### src/rtl/mem_access_ctrl_if.sv
// Bus-side bundle of the load/store access controller.
// master = access controller, slave = memory/bus fabric.
interface mem_access_ctrl_if #(
  parameter int DATA_W = 32
);
  logic                bus_req;
  logic                bus_wr;
  logic [31:0]         bus_addr;
  logic [DATA_W/8-1:0] bus_wstrb;
  logic [DATA_W-1:0]   bus_wdata;
  logic                bus_addr_ok;
  logic                bus_data_ok;
  logic [DATA_W-1:0]   bus_rdata;

  modport master (
    output bus_req, bus_wr, bus_addr,
    output bus_wstrb, bus_wdata,
    input  bus_addr_ok, bus_data_ok, bus_rdata
  );

  modport slave (
    input  bus_req, bus_wr, bus_addr,
    input  bus_wstrb, bus_wdata,
    output bus_addr_ok, bus_data_ok, bus_rdata
  );
endinterface

### src/rtl/mem_access_ctrl.sv
// Load/store access controller: alignment check, bus
// handshake FSM with flush drain, timeout and load extension.
module mem_access_ctrl #(
  parameter int DATA_W  = 32,
  parameter int TIMEOUT = 255
) (
  input  logic        clk,
  input  logic        rst,
  input  logic        req_valid,
  input  logic [5:0]  op,
  input  logic [31:0] addr,
  input  logic [31:0] wdata,
  input  logic [31:0] pc,
  input  logic        flush,
  output logic        stall,
  output logic [31:0] rdata,
  output logic        done,
  output logic        adel,
  output logic        ades,
  output logic [31:0] bad_addr,
  output logic        bus_err,
  mem_access_ctrl_if.master bus
);
  localparam int NB    = DATA_W / 8;
  localparam int OFF_W = $clog2(NB);
  localparam logic [15:0] TO = 16'(TIMEOUT);

  localparam logic [5:0] OP_LB  = 6'h20;
  localparam logic [5:0] OP_LH  = 6'h21;
  localparam logic [5:0] OP_LW  = 6'h23;
  localparam logic [5:0] OP_LBU = 6'h24;
  localparam logic [5:0] OP_LHU = 6'h25;
  localparam logic [5:0] OP_SB  = 6'h28;
  localparam logic [5:0] OP_SH  = 6'h29;
  localparam logic [5:0] OP_SW  = 6'h2B;

  typedef enum logic [1:0] {
    IDLE, REQ, WAIT, DRAIN
  } state_t;

  state_t state, state_nx;

  logic             is_ld, is_st, mis;
  logic [1:0]       sz;
  logic             acc, busy, fin, to_hit;
  logic [15:0]      cnt, cnt_inc;
  logic [5:0]       op_q;
  logic [OFF_W-1:0] off, off_q;
  logic [NB-1:0]    strb;
  logic [DATA_W-1:0] wlane;
  logic [OFF_W+2:0] bo;
  logic [7:0]       lb;
  logic [15:0]      lh;
  logic [31:0]      lw, ld_val;

  // sz: 0 byte, 1 half, 2 word
  always_comb begin
    is_ld = 1'b0;
    is_st = 1'b0;
    sz    = 2'd0;
    unique case (op)
      OP_LB, OP_LBU: is_ld = 1'b1;
      OP_LH, OP_LHU: begin
        is_ld = 1'b1;
        sz    = 2'd1;
      end
      OP_LW: begin
        is_ld = 1'b1;
        sz    = 2'd2;
      end
      OP_SB: is_st = 1'b1;
      OP_SH: begin
        is_st = 1'b1;
        sz    = 2'd1;
      end
      OP_SW: begin
        is_st = 1'b1;
        sz    = 2'd2;
      end
      default: ;
    endcase
  end

  assign mis = (sz == 2'd1 && addr[0]) ||
               (sz == 2'd2 && addr[1:0] != 2'b00);
  assign adel     = is_ld & mis;
  assign ades     = is_st & mis;
  assign bad_addr = (adel | ades) ? addr : pc;

  // done still shows the held request; it must not re-issue
  assign busy    = state != IDLE;
  assign acc     = !busy && req_valid && (is_ld || is_st) &&
                   !mis && !flush && !done;
  assign stall   = acc || busy;
  assign cnt_inc = cnt + 16'd1;

  assign off = addr[OFF_W-1:0];

  always_comb begin
    strb  = '0;
    wlane = {(DATA_W/32){wdata}};
    unique case (sz)
      2'd0: begin
        strb  = NB'(1) << off;
        wlane = {NB{wdata[7:0]}};
      end
      2'd1: begin
        strb  = NB'(3) << off;
        wlane = {(NB/2){wdata[15:0]}};
      end
      default: strb = NB'(15) << off;
    endcase
    if (!is_st) strb = '0;
  end

  always_ff @(posedge clk) begin
    if (rst) state <= IDLE;
    else     state <= state_nx;
  end

  always_comb begin
    state_nx = state;
    fin      = 1'b0;
    to_hit   = 1'b0;
    unique case (state)
      IDLE: if (acc) state_nx = REQ;
      REQ: begin
        if (flush)
          state_nx = (bus.bus_addr_ok && !bus.bus_data_ok) ?
                     DRAIN : IDLE;
        else if (bus.bus_addr_ok && bus.bus_data_ok) begin
          state_nx = IDLE;
          fin      = 1'b1;
        end else if (bus.bus_addr_ok)
          state_nx = WAIT;
      end
      WAIT: begin
        if (bus.bus_data_ok) begin
          state_nx = IDLE;
          fin      = !flush;
        end else if (flush)
          state_nx = DRAIN;
      end
      DRAIN: if (bus.bus_data_ok) state_nx = IDLE;
    endcase
    // a completion or flush on the last allowed cycle wins
    if (busy && state_nx != IDLE && cnt_inc == TO) begin
      state_nx = IDLE;
      to_hit   = 1'b1;
    end
  end

  assign bo = {off_q, 3'b000};
  assign lb = bus.bus_rdata[bo +: 8];
  assign lh = bus.bus_rdata[bo +: 16];
  assign lw = bus.bus_rdata[bo +: 32];

  always_comb begin
    unique case (op_q)
      OP_LB:   ld_val = {{24{lb[7]}}, lb};
      OP_LBU:  ld_val = {24'd0, lb};
      OP_LH:   ld_val = {{16{lh[15]}}, lh};
      OP_LHU:  ld_val = {16'd0, lh};
      default: ld_val = lw;
    endcase
  end

  always_ff @(posedge clk) begin
    if (rst) begin
      cnt           <= '0;
      rdata         <= '0;
      done          <= 1'b0;
      bus_err       <= 1'b0;
      op_q          <= '0;
      off_q         <= '0;
      bus.bus_req   <= 1'b0;
      bus.bus_wr    <= 1'b0;
      bus.bus_addr  <= '0;
      bus.bus_wstrb <= '0;
      bus.bus_wdata <= '0;
    end else begin
      done        <= fin;
      bus_err     <= to_hit;
      bus.bus_req <= state_nx == REQ;
      if (fin) rdata <= ld_val;
      if (acc) begin
        cnt           <= '0;
        op_q          <= op;
        off_q         <= off;
        bus.bus_addr  <= {addr[31:OFF_W], {OFF_W{1'b0}}};
        bus.bus_wr    <= is_st;
        bus.bus_wstrb <= strb;
        bus.bus_wdata <= wlane;
      end else if (busy) begin
        cnt <= cnt_inc;
      end
    end
  end
endmodule

### src/flat_wrapper.sv
// flat-port wrapper written by rule: the top's interface ports become plain ports
module mem_access_ctrl_flat 
#(
  parameter int DATA_W  = 32,
  parameter int TIMEOUT = 255
)
  (clk, rst, req_valid, op, addr, wdata, pc, flush, stall, rdata, done, adel, ades, bad_addr, bus_err, bus_bus_req, bus_bus_wr, bus_bus_addr, bus_bus_wstrb, bus_bus_wdata, bus_bus_addr_ok, bus_bus_data_ok, bus_bus_rdata);
  mem_access_ctrl_if #(.DATA_W(DATA_W)) bus_i ();
  input  logic clk;
  input  logic rst;
  input  logic req_valid;
  input  logic [5:0] op;
  input  logic [31:0] addr;
  input  logic [31:0] wdata;
  input  logic [31:0] pc;
  input  logic flush;
  output logic stall;
  output logic [31:0] rdata;
  output logic done;
  output logic adel;
  output logic ades;
  output logic [31:0] bad_addr;
  output logic bus_err;
  output wire logic [$bits(bus_i.bus_req)-1:0] bus_bus_req;
  output wire logic [$bits(bus_i.bus_wr)-1:0] bus_bus_wr;
  output wire logic [$bits(bus_i.bus_addr)-1:0] bus_bus_addr;
  output wire logic [$bits(bus_i.bus_wstrb)-1:0] bus_bus_wstrb;
  output wire logic [$bits(bus_i.bus_wdata)-1:0] bus_bus_wdata;
  input wire logic [$bits(bus_i.bus_addr_ok)-1:0] bus_bus_addr_ok;
  input wire logic [$bits(bus_i.bus_data_ok)-1:0] bus_bus_data_ok;
  input wire logic [$bits(bus_i.bus_rdata)-1:0] bus_bus_rdata;
  assign bus_bus_req = bus_i.bus_req;
  assign bus_bus_wr = bus_i.bus_wr;
  assign bus_bus_addr = bus_i.bus_addr;
  assign bus_bus_wstrb = bus_i.bus_wstrb;
  assign bus_bus_wdata = bus_i.bus_wdata;
  assign bus_i.bus_addr_ok = bus_bus_addr_ok;
  assign bus_i.bus_data_ok = bus_bus_data_ok;
  assign bus_i.bus_rdata = bus_bus_rdata;
  mem_access_ctrl #(.DATA_W(DATA_W), .TIMEOUT(TIMEOUT)) u_core (.clk(clk), .rst(rst), .req_valid(req_valid), .op(op), .addr(addr), .wdata(wdata), .pc(pc), .flush(flush), .stall(stall), .rdata(rdata), .done(done), .adel(adel), .ades(ades), .bad_addr(bad_addr), .bus_err(bus_err), .bus(bus_i));
endmodule
### config.mk
export PLATFORM = sky130hd
export DESIGN_NAME = mem_access_ctrl_flat
export DESIGN_NICKNAME = d
export VERILOG_FILES = /design/src/rtl/mem_access_ctrl_if.sv /design/src/rtl/mem_access_ctrl.sv /design/src/flat_wrapper.sv
export SDC_FILE = /design/constraint.sdc
export NUM_CORES = 1
export LEC_CHECK = 0
export BUFFER_PORTS_ARGS = -buffer_cell sky130_fd_sc_hd__buf_2
export CAP_MARGIN = 25
export CORE_ASPECT_RATIO = 2
export CORE_MARGIN = 2
export CORE_UTILIZATION = 51
export CTS_CLUSTER_DIAMETER = 80
export DETAILED_ROUTE_END_ITERATION = 12
export PLACE_DENSITY_LB_ADDON = 0.1
export SLEW_MARGIN = 0
export SYNTH_ARGS = -nofsm -noshare
export SYNTH_HDL_FRONTEND = slang
export SYNTH_SLANG_ARGS = --single-unit
### constraint.sdc
create_clock -name clk -period 4.21 [get_ports clk]
set_clock_uncertainty 0.15 [all_clocks]
set_input_delay 0.2105 -clock clk [delete_from_list [all_inputs] [get_ports clk]]
set_output_delay 0.2105 -clock clk [all_outputs]
set_load 0.005 [all_outputs]
Yosys cells after proc, flatten, opt, wreduce, memory -nomap -nowiden
Cells that the tools add are included.
Storage, ports and cells
  memory bits (writable): 0
  bits in registers: 128
  latch bits: 0
  bits in read-only memories: 0
  output and inout bits: 139
  memories kept: 0
Operators by class
  mux-type cells: 23
  add/sub/neg operators: 1
  shift operators: 6
  $lt $le $gt $ge: 0
  bitwise operators: 3
  multipliers: 0
  reductions and logical operators: 29
  equal/unequal tests: 19
  divide/modulo/power cells: 0
Operators with widths (number)
  32-bit one-hot mux with 4 select lines: 1
  6-bit == test, second input constant: 12
  32-bit one-hot mux with 2 select lines: 1
  32-bit 2-to-1 mux: 1
  32-bit by 6-bit indexed part select with 16-bit output: 1
  32-bit by 6-bit indexed part select with 32-bit output: 1
  32-bit by 6-bit indexed part select with 8-bit output: 1
  2-bit 2-to-1 mux: 9
  16-bit by 1-bit adder with 16-bit output, second input constant: 1
  16-bit by 8-bit == test with 1-bit output, second input constant: 1
  1-bit logical AND: 11
  2-bit one-hot mux with 4 select lines: 1
  4-bit one-hot mux with 2 select lines: 1
  2-bit by 1-bit == test with 1-bit output, second input constant: 3
  2-bit == test, second input constant: 3
  1-bit 2-to-1 mux: 6
  2-bit nonzero test: 3
  3-bit OR reduction: 2
  1-bit zero test: 5
  5-bit OR reduction: 1
  2-bit zero test: 2
  4-bit 2-to-1 mux: 1
  2-bit one-hot mux with 2 select lines: 1
  2-bit OR reduction: 2
  7 further kinds: 10

Depth between registers and ports, before layout
Gate-level depths: netlist (run 1).
  word-level depth: 17
  gate-level depth with buffers: 9
  gate-level depth less buffers: 8

Worst setup path after synthesis (run 1)
OpenSTA, ideal clock, no wires.
  path type: register to register
  from: reg u_core.state[0]
  to: reg u_core.bus.bus_req
  path slack: 1.912 ns
  cell stages (with the launch flop): 8
  data arrival time: 2.061 ns
  required time: 3.973 ns
  cells stage by stage: dfxtp_1 inv_1 ha_1 or4bb_1 or3_4 buf_6 a31o_1 nor4b_2
On the way
  word-level cells in the longest chain between the ends: 14
  elaborated cells between the ends (all ways): 24
  classes of those cells: eq/ne (4); mux (9); reduce/logical (11)
Ends and longest elaborated chain
  start: declaration: line mem_access_ctrl.sv:41  | state_t state, state_nx;
  start signal: assignment: line mem_access_ctrl.sv:118  | else state <= state_nx;
  2-bit nonzero test: line mem_access_ctrl.sv:91  | assign busy = state != IDLE;
  1-bit zero test: line mem_access_ctrl.sv:92  | assign acc = !busy && req_valid && (is_ld || is_st) &&
  1-bit logical AND (3 in series): line mem_access_ctrl.sv:92
  1-bit logical AND (2 in series): line mem_access_ctrl.sv:93  | !mis && !flush && !done;
  2-bit 2-to-1 mux: line mem_access_ctrl.sv:126  | IDLE: if (acc) state_nx = REQ;
  2-bit one-hot mux with 4 select lines: line mem_access_ctrl.sv:125  | unique case (state)
  2-bit nonzero test: line mem_access_ctrl.sv:147  | if (busy && state_nx != IDLE && cnt_inc == TO) begin
  1-bit logical AND (2 in series): line mem_access_ctrl.sv:147
  2-bit 2-to-1 mux *: line mem_access_ctrl.sv:147
  2-bit by 1-bit == test with 1-bit output *: line mem_access_ctrl.sv:184  | bus.bus_req <= state_nx == REQ;
  end signal: assignment: line mem_access_ctrl.sv:176  | bus.bus_req <= 1'b0;
  end signal: assignment: line mem_access_ctrl.sv:184
  end: declaration: line mem_access_ctrl_if.sv:16  | output bus_req, bus_wr, bus_addr,
Mark *: on every way between the ends. The rest lies on a longest branch, timed or not.
A chain may end at the register's enable or synchronous reset.

Worst setup path after layout (run 1)
  from: reg u_core.state[0]
  to: reg u_core.bus.bus_wdata[17]
On the way
  word-level cells in the longest chain between the ends: 7
Ends and longest elaborated chain
  2-bit nonzero test: line mem_access_ctrl.sv:91
  1-bit zero test: line mem_access_ctrl.sv:92
  1-bit logical AND (3 in series): line mem_access_ctrl.sv:92
  1-bit logical AND (2 in series): line mem_access_ctrl.sv:93
  end signal: assignment: line mem_access_ctrl.sv:193  | bus.bus_wdata <= wlane;
  end: declaration: line mem_access_ctrl_if.sv:17  | output bus_wstrb, bus_wdata,
No other way between the ends.

==> results.md, run 1 <==
* Result of the run: complete, no violations
* Total clock sinks at roughly 130
* Max_slew headroom at 0.382
* Post-Place Worst Slack at 1.09 ns
* FF+latch area at ~2600 um^2
* Length of the first detailed-routing pass in iterations at 6
* Delay of the slowest cell on the worst path at 0.62 ns
* Initial DRC count at ~400
* Core Box Area at about 12,000 um^2
* Final worst setup slack at ~0.67 ns
* Number of levels in the clock H-tree at 4
* Number of hold-repair buffers added at the cts stage at 74
* Pin count of the biggest net entering global routing at 66
* Count of filler cells inserted in the layout at roughly 950
* Clock tree from TritonCTS: done
* Final std cell area, no fill at between 8000 and 9000 um^2
* Fraction of the yosys area taken by sequential cells at 0.412
* Resized Gates After CTS at 0
* Min Clock Period, post-route at approximately 3.5 ns
* Number of global-route vias before repair at between 6k and 7k
* IO Count at ~280
* Required time at the worst-slack endpoint at between 4 and 5 ns
* Finished Layout Cells at between 1k and 1.5k
* Number of instances in the synthesized netlist at approximately 760
* Number of synthesized flops with an enable pin at 0
* Share of synthesized cell area in and, or, nand and nor gates at 0.232
* Xor/xnor cell area share of the yosys netlist at 0.0310
* Antenna violations before repair at 1
* Global-route wire length before repair at ~32,000 um
* Leading register cell type out of synthesis: sky130_fd_sc_hd__dfxtp_1
* Routed via count at 6,750
* Cells taking the most area after synthesis: sky130_fd_sc_hd__dfxtp_1, sky130_fd_sc_hd__nand2_1, sky130_fd_sc_hd__mux2_2
* Routed wire per std cell at ~17 um
* Max-capacitance violation count at 0
* Worst Setup Start Kind: flip-flop
* Final slew viol count at 0
* GP Congestion at a little under 0.9
* Count of cell types in the netlist at between 50 and 60
* Adder and majority cell fraction of the synthesized area at 0.0141
* Tot GR Track Use at 0.308
* Critical path cell sequence: inv_1, ha_1, or4bb_1, nor3_2, buf_4, nor2_1, a311oi_1, dlygate4sd3_1
* Starting Density at 0.516
* Path type of the worst setup path: flip-flop to flip-flop
* Synth area leader: sky130_fd_sc_hd__dfxtp_1
* Fraction of registers with async set/reset at 0
* Total area of multi-input combinational cells at 3380 um^2
* Final clock period utilization by the worst path at 0.841
* Compound-Gate Fraction of Synth Area at 0.163
* Transition time of the tightest slew-check pin at a little over 0.9 ns
* Hold Vio Cnt, Final at 0
* Average via count per standard cell at between 5 and 6
* CTS clk-pin slew, worst paths at about 0.06 ns
* Yosys warnings at 0
* Most frequent cells after synthesis: sky130_fd_sc_hd__nand2_1, sky130_fd_sc_hd__dfxtp_1, sky130_fd_sc_hd__nor2_1, sky130_fd_sc_hd__a21oi_1, sky130_fd_sc_hd__mux2_2
* Overflow left after global routing at 0
* Maximum vdd drop at around 0.00030 V
* Post-synth design cell area at about 6200 um^2
* Unrepaired setup endpoints after global routing: false
* Pwr per Cell Area at approximately 350 nW/um^2
* Clock buffer depth at 2
* Placed cell count at ~1.1k
* Most repeated cell in the gate-level netlist after synthesis: sky130_fd_sc_hd__nand2_1
* Cell at the root of the clock tree: sky130_fd_sc_hd__clkbuf_16
* Worst skew pair latency at 0.41 ns
* Main combinational cell family by area after synthesis: simple AND/OR/NAND/NOR gates
* Yosys top cell area share at 0.412
* Share of cell area taken by muxes after synthesis at 0.0982
* Detailed placement HPWL at 14,000 um
* Total Wirelength at between 20,000 and 25,000 um
* Vertical die dimension at approximately 160 um
* Crit path arrival time at about 3.7 ns
* Min-delay worst type: primary input to flip-flop
* Average footprint of a synthesized cell at 8.21 um^2
* Instance area after placement at 7590 um^2
* Total Negative Setup Slacks at 0 ns
* Setup Buffers After CTS at 0
* Die width at roughly 80 um
* DR DRC count at 0
* IO Port Bufs at between 200 and 300
* Layout Area Growth over Synthesis at 44.2%
* Register bit total from synthesis at between 100 and 150
* NumNets Final at about 1.2k
* CP max-delay cell: sky130_fd_sc_hd__dlygate4sd3_1
* Die area at ~13,000 um^2
* Layout cells sized above 1 at 0.337
* Maximum fanout count along the critical path at 65
* Top achievable clock speed at around 280 MHz
* Number of nets with antenna violations after routing at 0
* Inserted Clock Buffers at 17
* Final setup vio count at 0
* Endpoint type of the worst setup path: flip-flop
* Static leakage at between 3 and 4 nW
* Core Rows at 57
-- layer usage --
layer | track usage | vias to the layer above | part of all wire
met5 | 0 | - | 0
met4 | 0.130 | 0 | 0.034
met3 | 0.0859 | 54 | 0.064
met2 | 0.569 | 294 | 0.55
met1 | 0.307 | 3123 | 0.35
li1 | - | 3279 | -
-- cell families after synthesis --
kind of cell             Yosys count
XOR/XNOR                          22
buffers and inverters             68
AO/OA/AOI/OAI                    153
flip-flops                       128
adder cells (fa/ha/maj)            7
other                              1
AND/OR/NAND/NOR                  323
multiplexers                      56
-- stage by stage --
stage	utilization	hold WS [ns]	power, mW
2_1_floorplan	-	0.196	1.43
3_5_place_dp	0.630	0.287	1.58
6_report	0.744	0.0526	3.12
4_1_cts	0.742	0.0279	3.13
5_1_grt	0.744	0.0419	3.22
3_3_place_gp	0.628	0.281	1.58
-- worst paths after layout --
check                           from                        to  slack [ns]  cells after the start
max                  u_core.state[0]  u_core.bus.bus_wdata[17]        0.67                      8
min reg2reg  u_core.bus.bus_wstrb[0]   u_core.bus.bus_wstrb[0]        0.30                      1
min                          addr[0]           u_core.off_q[0]        0.05                      3
max reg2reg          u_core.state[0]  u_core.bus.bus_wdata[17]        0.67                      8
-- state kept, by name, summed over array words and instances, names as in the netlist --
| name | count |
|---|---|
| u_core.state | 2 |
| u_core.bus.bus_wstrb | 4 |
| u_core.cnt | 16 |
| u_core.bus.bus_wdata | 32 |
| u_core.bus.bus_wr | 1 |
| u_core.off_q | 2 |
| u_core.bus.bus_req | 1 |
| u_core.op_q | 6 |
| u_core.rdata | 32 |
| u_core.done | 1 |
| u_core.bus_err | 1 |
| u_core.bus.bus_addr | 30 |
-- placed cells by master, fill, tap and decap left out, types with 3 or more instances in the layout --
master / count
sky130_fd_sc_hd__bufinv_16: 3
sky130_fd_sc_hd__or4_1: 3
sky130_fd_sc_hd__buf_2: 275
sky130_fd_sc_hd__nand4b_1: 4
sky130_fd_sc_hd__a311oi_1: 18
sky130_fd_sc_hd__ha_1: 7
sky130_fd_sc_hd__nor2b_1: 6
sky130_fd_sc_hd__mux2_2: 40
sky130_fd_sc_hd__a211oi_1: 33
sky130_fd_sc_hd__or3_1: 8
sky130_fd_sc_hd__a222oi_1: 7
sky130_fd_sc_hd__dlygate4sd3_1: 74
sky130_fd_sc_hd__dfxtp_1: 128
sky130_fd_sc_hd__nor2_1: 85
sky130_fd_sc_hd__o211ai_1: 7
sky130_fd_sc_hd__mux2i_1: 16
sky130_fd_sc_hd__nor4_1: 6
sky130_fd_sc_hd__a21o_1: 5
sky130_fd_sc_hd__nor3_1: 11
sky130_fd_sc_hd__clkbuf_16: 17
sky130_fd_sc_hd__nand2b_1: 4
sky130_fd_sc_hd__inv_1: 6
sky130_fd_sc_hd__nand4_1: 3
sky130_fd_sc_hd__xor2_1: 10
sky130_fd_sc_hd__a21oi_1: 58
sky130_fd_sc_hd__nand2_1: 166
sky130_fd_sc_hd__clkbuf_8: 3
sky130_fd_sc_hd__nand3_1: 8
sky130_fd_sc_hd__o21ai_0: 12
sky130_fd_sc_hd__clkinv_2: 4
sky130_fd_sc_hd__buf_4: 7
sky130_fd_sc_hd__and3_1: 4
sky130_fd_sc_hd__xnor2_1: 12
-- worst max-delay path, delay by kind of cell (launching register included) --
kind | cells | cell delay, ns
flip-flops | 1 | 0.34
AND/OR/NAND/NOR | 3 | 0.85
buffers and inverters | 3 | 1.31
adder cells (fa/ha/maj) | 1 | 0.50
AO/OA/AOI/OAI | 1 | 0.29
-- cell type report --
type / instances / area share
antenna: 1 / 0.000279
clock buffer: 22 / 0.0529
clock inverter: 10 / 0.0149
inverter: 6 / 0.00251
multi-input combinational: 563 / 0.377
sequential: 128 / 0.286
tap: 147 / 0.0205
timing repair buffer: 359 / 0.247
-- power by group --
| group | internal, mW | total (mW) | leakage, nW | switching, mW |
|---|---|---|---|---|
| sequential | 1.23 | 1.25 | 1.03 | 0.0157 |
| combinational | 0.186 | 0.368 | 2.58 | 0.182 |
| clock | 0.975 | 1.51 | 0.296 | 0.532 |
| total | 2.39 | 3.12 | 3.91 | 0.730 |
(Power assumes the default switching activity.)
==> run 2, diff against run 1 <==
--- a/config.mk
+++ b/config.mk
@@ -9,7 +9,7 @@
 export CAP_MARGIN = 25
 export CORE_ASPECT_RATIO = 2
 export CORE_MARGIN = 2
-export CORE_UTILIZATION = 51
+export CORE_UTILIZATION = 43
 export CTS_CLUSTER_DIAMETER = 80
 export DETAILED_ROUTE_END_ITERATION = 12
 export PLACE_DENSITY_LB_ADDON = 0.1
==> constraint.sdc (replaced) <==
create_clock -name clk -period 3 [get_ports clk]
set_clock_uncertainty 0.15 [all_clocks]
set_input_delay 0.15 -clock clk [delete_from_list [all_inputs] [get_ports clk]]
set_output_delay 0.15 -clock clk [all_outputs]
set_load 0.005 [all_outputs]
==> run 2 against run 1 <==
Non-clock buffer count grew 13. Register-to-register slack worse by 0.51 ns. Fmax rose by 24%. Critical path depth unchanged. Global-route usage shrank 3.9 points. Wire length up 3.2%. Sequential share of layout area fell by 0.46 points. Critical path type unchanged. Critical endpoint unchanged. Highest routed layer unchanged.
==> results.md, run 2 (synthesis results as in run 1) <==
* Count of inserted antenna diode cells at 0 (-1)
* Pwr per Cell Area at 473 nW/um^2 (+36%)
* Maximum vdd drop at 0.000422 V (+40%)
* Total Wirelength at 21,200 um (+3.2%)
* Clock tree from TritonCTS: done
* Routed via count at 6,774 (+0.36%)
* Routed wire per std cell at 16.4 um (-1.3%)
* Average via count per standard cell at 5.24 (-4.1%)
* Instance area after placement at 7720 um^2 (+1.8%)
* CP max-delay cell: sky130_fd_sc_hd__dlygate4sd3_1
* Final Power at 4.31 mW (+38%)
* Commonest non-fill, non-tap cells in the layout: sky130_fd_sc_hd__buf_2, sky130_fd_sc_hd__nand2_1, sky130_fd_sc_hd__dfxtp_1
* Finished Layout Cells at 1,293 (+4.6%)
* Tot GR Track Use at 0.269 (-0.0388)
* Min Hold Slack at 0.00867 ns (-0.0440 ns)
* Max-capacitance violation count at 0 (unchanged)
* Post-Place Worst Slack at 0.359 ns (-0.734 ns)
* Clock buffer depth at 2 (unchanged)
* Total Negative Setup Slacks at 0 ns (unchanged)
* Number of nets with antenna violations after routing at 0 (unchanged)
* Min-delay worst type: primary input to flip-flop
* Critical path buffer and inverter count at 3 (unchanged)
* Die area at 15,500 um^2 (+18%)
* Final worst setup slack at 0.156 ns (-0.513 ns)
* Unrepaired setup endpoints after global routing: false
* Starting Density at 0.436 (-0.0803)
* Max_slew headroom at 0.491 (+0.109)
* Path type of the worst setup path: flip-flop to flip-flop
* Vertical die dimension at 174 um (+8.7%)
* Final clock period utilization by the worst path at 0.948 (+0.107)
* Inserted Clock Buffers at 17 (unchanged)
* IO Count at 279 (unchanged)
* Worst Setup Start Kind: flip-flop
* Dominant delay contributor by cell family on the critical path: buffers and inverters
* Top achievable clock speed at 352 MHz (+24%)
* Total clock sinks at 128 (unchanged)
* NumNets Final at 1,235 (+1.1%)
* Hold Vio Cnt, Final at 0 (unchanged)
* Pin count of the biggest net entering global routing at 80 (+21%)
* Number of levels in the clock H-tree at 4 (unchanged)
* Placed cell count at 1,182 (+4.9%)
* Critical path cell sequence: inv_1, ha_1, or4bb_4, nor3_4, clkbuf_16, nor2_1, a311oi_1, dlygate4sd3_1
* Result of the run: complete, no violations
* Delay of the slowest cell on the worst path at 0.59 ns (-0.03 ns)
* Required time at the worst-slack endpoint at 3.21 ns (-1.20 ns)
* CTS clk-pin slew, worst paths at 0.06 ns (about the same)
* Worst skew pair latency at 0.41 ns (about the same)
* Final std cell area, no fill at 9120 um^2 (+1.6%)
* Largest registers: u_core.bus.bus_wdata x32, u_core.rdata x32, u_core.bus.bus_addr x30
* Initial DRC count at 250 (-36%)
* Layout cells sized above 1 at 0.344 (+0.00692)
* Static leakage at 3.94 nW (+0.95%)
* Global-route wire length before repair at 32,800 um (+3.8%)
* Die width at 89.0 um (+8.5%)
* Final setup vio count at 0 (unchanged)
* Layout Area Growth over Synthesis at 46.6%
* GP Congestion at 0.854 (-3.2%)
* Overflow left after global routing at 0 (unchanged)
* Number of global-route vias before repair at 6,744 (+2.4%)
* Antenna violations before repair at 0 (-1)
* Crit path arrival time at 3.05 ns (-0.69 ns)
* Min Clock Period, post-route at 2.84 ns (-0.697 ns)
* Maximum fanout count along the critical path at 40 (-38%)
* Endpoint type of the worst setup path: flip-flop
* DR DRC count at 0 (unchanged)
* Core Rows at 62 (+8.8%)
* Transition time of the tightest slew-check pin at 0.764 ns (-0.161 ns)
* IO Port Bufs at 276 (unchanged)
* Fin util at 0.639 (-0.105)
* Length of the first detailed-routing pass in iterations at 5 (-1)
* Final slew viol count at 0 (unchanged)
* Core Box Area at 14,300 um^2 (+18%)
* Most common library cell in the layout ignoring fill and taps: sky130_fd_sc_hd__buf_2
* Detailed placement HPWL at 14,900 um (+6.3%)
* Cell at the root of the clock tree: sky130_fd_sc_hd__clkbuf_16
## run 2: changes by cell type in the layout (fill, tap and decap cells not counted), moves of 2 or more
cell and delta:
sky130_fd_sc_hd__bufinv_16 -2, sky130_fd_sc_hd__dlygate4sd3_1 +3, sky130_fd_sc_hd__buf_4 +10, sky130_fd_sc_hd__clkinv_4 +3
sky130_fd_sc_hd__clkinvlp_4 +2, sky130_fd_sc_hd__clkinv_2 -4
## run 2: cell type report
| cell class | instances | area (um^2) |
|---|---|---|
| clock buffer | 22 | 484 |
| sequential | 128 | 2560 |
| multi-input combinational | 563 | 3390 |
| fill | 1310 | 5160 |
| clock inverter | 10 | 104 |
| tap | 192 | 240 |
| timing repair buffer | 372 | 2320 |
| inverter | 6 | 22.5 |
## run 2: per-layer routing
metal,part of all wire,vias up,wire [um],track usage
li1,-,3301,-,-
met1,0.36,3167,7530,0.275
met2,0.55,253,11800,0.500
met3,0.052,53,1110,0.0537
met4,0.038,0,795,0.126
met5,0,-,0,0
## run 2: worst paths after layout
path	to	slack [ns]	cells past startpoint	startpoint
min	u_core.bus.bus_wdata[29]	0.009	3	wdata[29]
max reg2reg	u_core.bus.bus_wdata[17]	0.16	8	u_core.state[0]
max	u_core.bus.bus_wdata[17]	0.16	8	u_core.state[0]
min reg2reg	u_core.bus.bus_wstrb[1]	0.29	1	u_core.bus.bus_wstrb[1]
## run 2: report_power, final
part	switching [mW]	internal, mW	total [mW]
combinational	0.260	0.269	0.529
sequential	0.0214	1.73	1.75
clock	0.792	1.24	2.03
total	1.07	3.23	4.31
## run 2: worst min-delay path, delay by kind of cell
| kind | cells | cell delay (ns) |
|---|---|---|
| AOI/OAI and AO/OA | 2 | 0.30 |
| buffers and inverters | 1 | 0.07 |
## run 2: what timing repair did
action,4_1_cts,5_1_grt
gates resized for setup,0,3
setup endpoints to repair,0,8
hold buffers,77,0
hold endpoints to repair,70,0
buffers inserted,0,1
